`src/rtl/tcp_pkg.sv`:
```
// Shared types for the TCP payload framer: channel ids, FIFO entry layout and
// the match-line priority helpers.
package tcp_pkg;

  typedef logic [1:0] chan_t;

  localparam chan_t CHAN_A = 2'd0;
  localparam chan_t CHAN_B = 2'd1;
  localparam chan_t CHAN_C = 2'd2;
  localparam chan_t CHAN_D = 2'd3;

  typedef struct packed {
    logic       last;
    chan_t      chan;
    logic [7:0] data;
  } fifo_ent_t;

  localparam int ENT_W = $bits(fifo_ent_t);

  // Lowest set bit wins (A > B > C > D); returns CHAN_A when nothing is set.
  function automatic chan_t onehot_to_chan(input logic [3:0] m);
    if (m[0])      return CHAN_A;
    else if (m[1]) return CHAN_B;
    else if (m[2]) return CHAN_C;
    else if (m[3]) return CHAN_D;
    else           return CHAN_A;
  endfunction

  function automatic logic multi_hot(input logic [3:0] m);
    return (m & (m - 4'd1)) != 4'd0;
  endfunction

endpackage

```
`src/rtl/tcp_byte_fifo.sv`:
```
// Synchronous FIFO with first-word-fall-through head; head reads zero while empty.
// Pointers carry one extra wrap bit so full/empty need no separate counter.
module tcp_byte_fifo #(
  parameter int DEPTH = 16,
  parameter int WIDTH = 11
) (
  input  logic             CLOCK,
  input  logic             RESET_N,
  input  logic             wr_en,
  input  logic [WIDTH-1:0] wr_data,
  input  logic             rd_en,
  output logic [WIDTH-1:0] rd_data,
  output logic             full,
  output logic             empty
);

  localparam int AW = $clog2(DEPTH);

  logic [DEPTH-1:0][WIDTH-1:0] mem;
  logic [AW:0]                 wr_ptr, rd_ptr;

  assign empty   = (wr_ptr == rd_ptr);
  assign full    = (wr_ptr[AW] != rd_ptr[AW]) && (wr_ptr[AW-1:0] == rd_ptr[AW-1:0]);
  assign rd_data = empty ? '0 : mem[rd_ptr[AW-1:0]];

  always_ff @(posedge CLOCK)
    if (wr_en && !full) mem[wr_ptr[AW-1:0]] <= wr_data;

  always_ff @(posedge CLOCK or negedge RESET_N) begin
    if (!RESET_N) begin
      wr_ptr <= '0;
      rd_ptr <= '0;
    end else begin
      if (wr_en && !full) wr_ptr <= wr_ptr + 1'b1;
      if (rd_en && !empty) rd_ptr <= rd_ptr + 1'b1;
    end
  end

endmodule

```
`src/rtl/tcp_payload_framer.sv`:
```
// Frames matcher payload bytes into a tagged valid/ready stream with last-of-segment.
// Optional per-channel pop counters on byte_count when TCP_PAYLOAD_STATS_EN is defined.
module tcp_payload_framer
  import tcp_pkg::*;
#(
  parameter int DEPTH      = 16,
  parameter int FLUSH_IDLE = 32,
  parameter int DROP_W     = 16
) (
  input  logic              CLOCK,
  input  logic              RESET_N,
  input  logic [7:0]        in_data,
  input  logic [3:0]        in_match,
  input  logic              newpkt,
  output logic              out_valid,
  input  logic              out_ready,
  output logic [7:0]        out_data,
  output logic [1:0]        out_chan,
  output logic              out_last,
  output logic [DROP_W-1:0] drop_count,
  output logic              overflow,
  output logic              multi_err
`ifdef TCP_PAYLOAD_STATS_EN
  ,
  output logic [127:0]      byte_count
`endif
);

  localparam int IW = (FLUSH_IDLE > 0) ? $clog2(FLUSH_IDLE + 1) : 1;

  logic          pend_valid;
  logic [7:0]    pend_data;
  chan_t         pend_chan;
  logic [IW-1:0] idle_cnt;

  logic      accept, flush_hit, push_req, pend_load, pend_clr;
  logic      fifo_full, fifo_empty, pop;
  chan_t     new_chan;
  fifo_ent_t push_ent, head;

  assign accept    = |in_match;
  assign new_chan  = onehot_to_chan(in_match);
  // Fires on the cycle the idle count would reach FLUSH_IDLE.
  assign flush_hit = (FLUSH_IDLE != 0) && (int'(idle_cnt) == FLUSH_IDLE - 1);

  always_comb begin
    push_req      = 1'b0;
    pend_load     = 1'b0;
    pend_clr      = 1'b0;
    push_ent.last = 1'b1;
    push_ent.chan = pend_chan;
    push_ent.data = pend_data;
    if (newpkt && pend_valid) begin
      push_req  = 1'b1;
      pend_load = accept;
      pend_clr  = !accept;
    end else if (accept && pend_valid) begin
      push_req      = 1'b1;
      push_ent.last = (pend_chan != new_chan);
      pend_load     = 1'b1;
    end else if (accept) begin
      pend_load = 1'b1;
    end else if (pend_valid && flush_hit) begin
      push_req = 1'b1;
      pend_clr = 1'b1;
    end
  end

  always_ff @(posedge CLOCK or negedge RESET_N) begin
    if (!RESET_N) begin
      pend_valid <= 1'b0;
      pend_data  <= '0;
      pend_chan  <= CHAN_A;
      idle_cnt   <= '0;
      drop_count <= '0;
      overflow   <= 1'b0;
      multi_err  <= 1'b0;
    end else begin
      if (pend_load) begin
        pend_valid <= 1'b1;
        pend_data  <= in_data;
        pend_chan  <= new_chan;
      end else if (pend_clr) begin
        pend_valid <= 1'b0;
      end
      if (accept || newpkt)                   idle_cnt <= '0;
      else if (pend_valid && idle_cnt != '1)  idle_cnt <= idle_cnt + 1'b1;
      // Fullness is the start-of-cycle value; a same-cycle pop does not make room.
      if (push_req && fifo_full) begin
        overflow <= 1'b1;
        if (drop_count != '1) drop_count <= drop_count + 1'b1;
      end
      if (accept && multi_hot(in_match)) multi_err <= 1'b1;
    end
  end

  tcp_byte_fifo #(.DEPTH(DEPTH), .WIDTH(ENT_W)) u_fifo (
    .CLOCK   (CLOCK),
    .RESET_N (RESET_N),
    .wr_en   (push_req && !fifo_full),
    .wr_data (push_ent),
    .rd_en   (pop),
    .rd_data (head),
    .full    (fifo_full),
    .empty   (fifo_empty)
  );

  assign out_valid = !fifo_empty;
  assign pop       = out_valid && out_ready;
  assign out_data  = head.data;
  assign out_chan  = head.chan;
  assign out_last  = head.last;

`ifdef TCP_PAYLOAD_STATS_EN
  logic [3:0][31:0] chan_cnt;

  always_ff @(posedge CLOCK or negedge RESET_N) begin
    if (!RESET_N)  chan_cnt <= '0;
    else if (pop)  chan_cnt[out_chan] <= chan_cnt[out_chan] + 32'd1;
  end

  assign byte_count = chan_cnt;
`endif

endmodule

```
`config.mk`:
```
export PLATFORM = sky130hd
export DESIGN_NAME = tcp_payload_framer
export DESIGN_NICKNAME = d
export VERILOG_FILES = /design/src/rtl/tcp_pkg.sv /design/src/rtl/tcp_byte_fifo.sv /design/src/rtl/tcp_payload_framer.sv
export SDC_FILE = /design/constraint.sdc
export NUM_CORES = 1
export LEC_CHECK = 0
export CAP_MARGIN = 20
export CORE_MARGIN = 2
export CORE_UTILIZATION = 34
export CTS_CLUSTER_DIAMETER = 60
export CTS_CLUSTER_SIZE = 40
export DETAILED_ROUTE_END_ITERATION = 6
export PLACE_DENSITY_LB_ADDON = 0.08
export SLEW_MARGIN = 20
export SYNTH_ARGS = -nofsm -noshare
export SYNTH_HDL_FRONTEND = slang
export SYNTH_SLANG_ARGS = --single-unit
```
`constraint.sdc`:
```
create_clock -name CLOCK -period 7.54 [get_ports CLOCK]
set_clock_uncertainty 0.15 [all_clocks]
set_input_delay 0.754 -clock CLOCK [delete_from_list [all_inputs] [get_ports CLOCK]]
set_output_delay 0.754 -clock CLOCK [all_outputs]
set_load 0.02 [all_outputs]
```
==> flow_summary.toml <==
[outcome]
outcome = "finished clean"

[critical_path]
slowest_delay_ps = 770
endpoint_kind = "output port"
cpMaxStageDelayCell = "dfrtp_2"
crit_top_cell = "buf_4"
path_cells = "buf_4 -> xor2_1 -> nor4_2 -> nor2b_1 -> buf_4 -> a21oi_1 -> clkdlybuf4s50_1"
r2r-start = "u_fifo.rd_ptr[0]"
crit_arrival_ps = 3730
cp.depth = 7
rrSetupSlack_ps = 3840
required_ps = 6640
r2r_end = "drop_count[1]"
cp_max_fo = 31
crit_type = "register to output port"
crit_family = "buffers and inverters"
reg2reg_depth = 6
cp-start-kind = "register"
path_buf_inv = 3

[flow_run]
cap_viol_max_count = 0

[yosys]
synth_edf_count = 176
yosysWarnings = 0
synth.distinct_cells = 43
synth-main-ff-cell = "edfxtp_1"
synthAdderAreaFrac = 0.0110
yosys.area_share.simple = 0.0605
synth_fp_nets = 515
ys_ff_latch = 221
synthMuxAreaShare = 0.127
synth_xor_area_frac = 0.0326
syn_avg_cell_area_um2 = 18.0
postSynthCellCount = 492
synth-compound-area-share = 0.0335
synth_top_family_by_area = "multiplexers"
synth-async-reset-ratio = 0.204
yosysSeqAreaShare = 0.722
syn_area_um2 = 8880

[layout]
nets = 579
n_fill_cell = 2371
regArea_um2 = 6410
drive_gt1_frac = 0.205
area_growth_syn_to_layout_pct = 18.1
multi_input_area_um2 = 2350
num_antenna_cells = 0

[floorplan]
start_util = 0.344
dieArea_um2 = 27400
core_um2 = 25800
row_count = 59
die_w_um = 166
pin_count = 46
die_height_um = 166

[placement]
post-place-ws_ps = 3270
gp_congestion = 0.743
dp_hpwl_um = 11700
portBuffers = 45

[pwr]
leakage_nw = 3.54
power_density_nw_per_um2 = 382
ir_drop_mv = 0.255
p_total_w = 0.00400

[sta]
setup_violations = 0
finalHoldViolCount = 0
worstMarginPinSlew_ps = 1010
slew_viol_final = 0
rsz0062_at_grt = "no"
period_needed_ps = 4630
fin_crit_sh = 0.614
clock.fmax_mhz = 216
slew_headroom = 0.326
fin_ws_ps = 2910
tns_ps = 0

[global_routing]
grt_pass1_vias = 4770
grt_max_degree = 46
grt_pass1_wl_um = 28900
antenna_found_initial = 0
grt_overflow_total = 0
grt.total_usage = 0.143

[clocking]
clkSlewWorstSetupHoldPaths_ps = 80
post_cts_buffers = 0
cts-root-buf = "clkbuf_16"
hold_buffers = 0
cts.sinks = 221
insertion_delay_ps = 520
cts_resized = 0
htree_levels = 1
clockBufferDepth = 3
cts_buffers = 20
cts_tree = "built"

[drt]
routed_wl_um = 18800
vias = 4596
drc = 0
first_pass_iters = 4
route.detailed.wl_per_inst_um = 20.8
first_iter_violations = 359
vias_per_cell = 5.08
drtAntennaViolNets = 0

[hold_path]
hold_class = "input pin to asynchronous set/reset pin"
-- logic make-up after synthesis --
family,count (synthesis)
AOI/OAI and AO/OA,42
xor gates and xnor gates,33
adders and majority gates,8
buffers and inverters,27
DFF,221
muxes,56
and+or+nand+nor,105
-- through the flow --
stage                     instances  cell area [um^2]  hold WS, ps   util
after floorplan                 492              8880          308      -
after global placement          867              9760          301  0.378
after detailed placement        867              9770          314  0.378
after CTS                       903             10500          199  0.405
after global routing            905             10500          230  0.406
final                           905             10500          178  0.406
-- placed cells by master (no fill, tap or decap), types with 3 or more instances in the layout --
cell | netlist | routed
clkinv_8 | 0 | 5
clkbuf_16 | 0 | 20
buf_4 | 1 | 17
xor2_1 | 15 | 15
ha_1 | 7 | 7
nand3_1 | 9 | 9
nor2_1 | 31 | 28
nand2_1 | 18 | 18
a22oi_1 | 22 | 22
nor2b_1 | 4 | 4
mux2_2 | 11 | 11
clkdlybuf4s50_1 | 0 | 44
mux4_2 | 44 | 44
nor3_1 | 8 | 8
edfxtp_1 | 176 | 176
nand2b_1 | 4 | 4
dfrtp_1 | 45 | 43
a21oi_1 | 13 | 13
xnor2_1 | 18 | 18
inv_8 | 0 | 4
nor2_2 | 0 | 3
inv_1 | 7 | 7
and3_1 | 7 | 7
nand4_1 | 11 | 11
-- state kept, by name, summed over array words and instances, names as in the netlist --
name	flops
u_fifo.mem	176
drop_count	16
pend_data	8
idle_cnt	6
u_fifo.rd_ptr	5
u_fifo.wr_ptr	5
pend_chan	2
multi_err	1
overflow	1
pend_valid	1
-- power breakdown --
group	switching (W)	internal [W]
Combinational	0.000674	0.000566
Sequential	0.000154	0.00155
Clock	0.000517	0.000538
Total	0.00134	0.00266
-- synth_stat cells (11+ instances only) --
cell type,n,area (um^2)
edfxtp_1,176,5290
dfrtp_1,45,1130
mux4_2,44,991
nor2_1,31,116
a22oi_1,22,165
nand2_1,18,67.6
xnor2_1,18,158
xor2_1,15,131
a21oi_1,13,65.1
clkbuf_1,11,41.3
mux2_2,11,124
nand4_1,11,68.8
-- how the worst max path moves through the flow --
stage | start | endpoint | slack, ps
final | u_fifo.rd_ptr[0] | out_data[0] | 2910
after global routing | u_fifo.rd_ptr[0] | out_data[0] | 2590
after CTS | u_fifo.rd_ptr[0] | out_data[3] | 2730
after global placement | u_fifo.rd_ptr[0] | out_data[3] | 3300
after detailed placement | u_fifo.rd_ptr[0] | out_data[3] | 3270
after floorplan | in_match[0] | u_fifo.mem[33] | 4490
-- area by class of cell --
cell class	count	share of cell area
inverter	7	0.00251
clock buffer	21	0.0490
sequential	221	0.612
timing repair buffer	62	0.0546
clock inverter	15	0.0178
multi-input combinational	244	0.224
tap	335	0.0400
-- per-layer routing --
layer | track usage | wire length, um | share of wire
met1 | 0.190 | 8080 | 0.43
met2 | 0.244 | 9480 | 0.50
met3 | 0.0257 | 929 | 0.049
met4 | 0.0329 | 350 | 0.019
met5 | 0 | 0 | 0
Note: power is estimated with default switching activity, not from simulation.
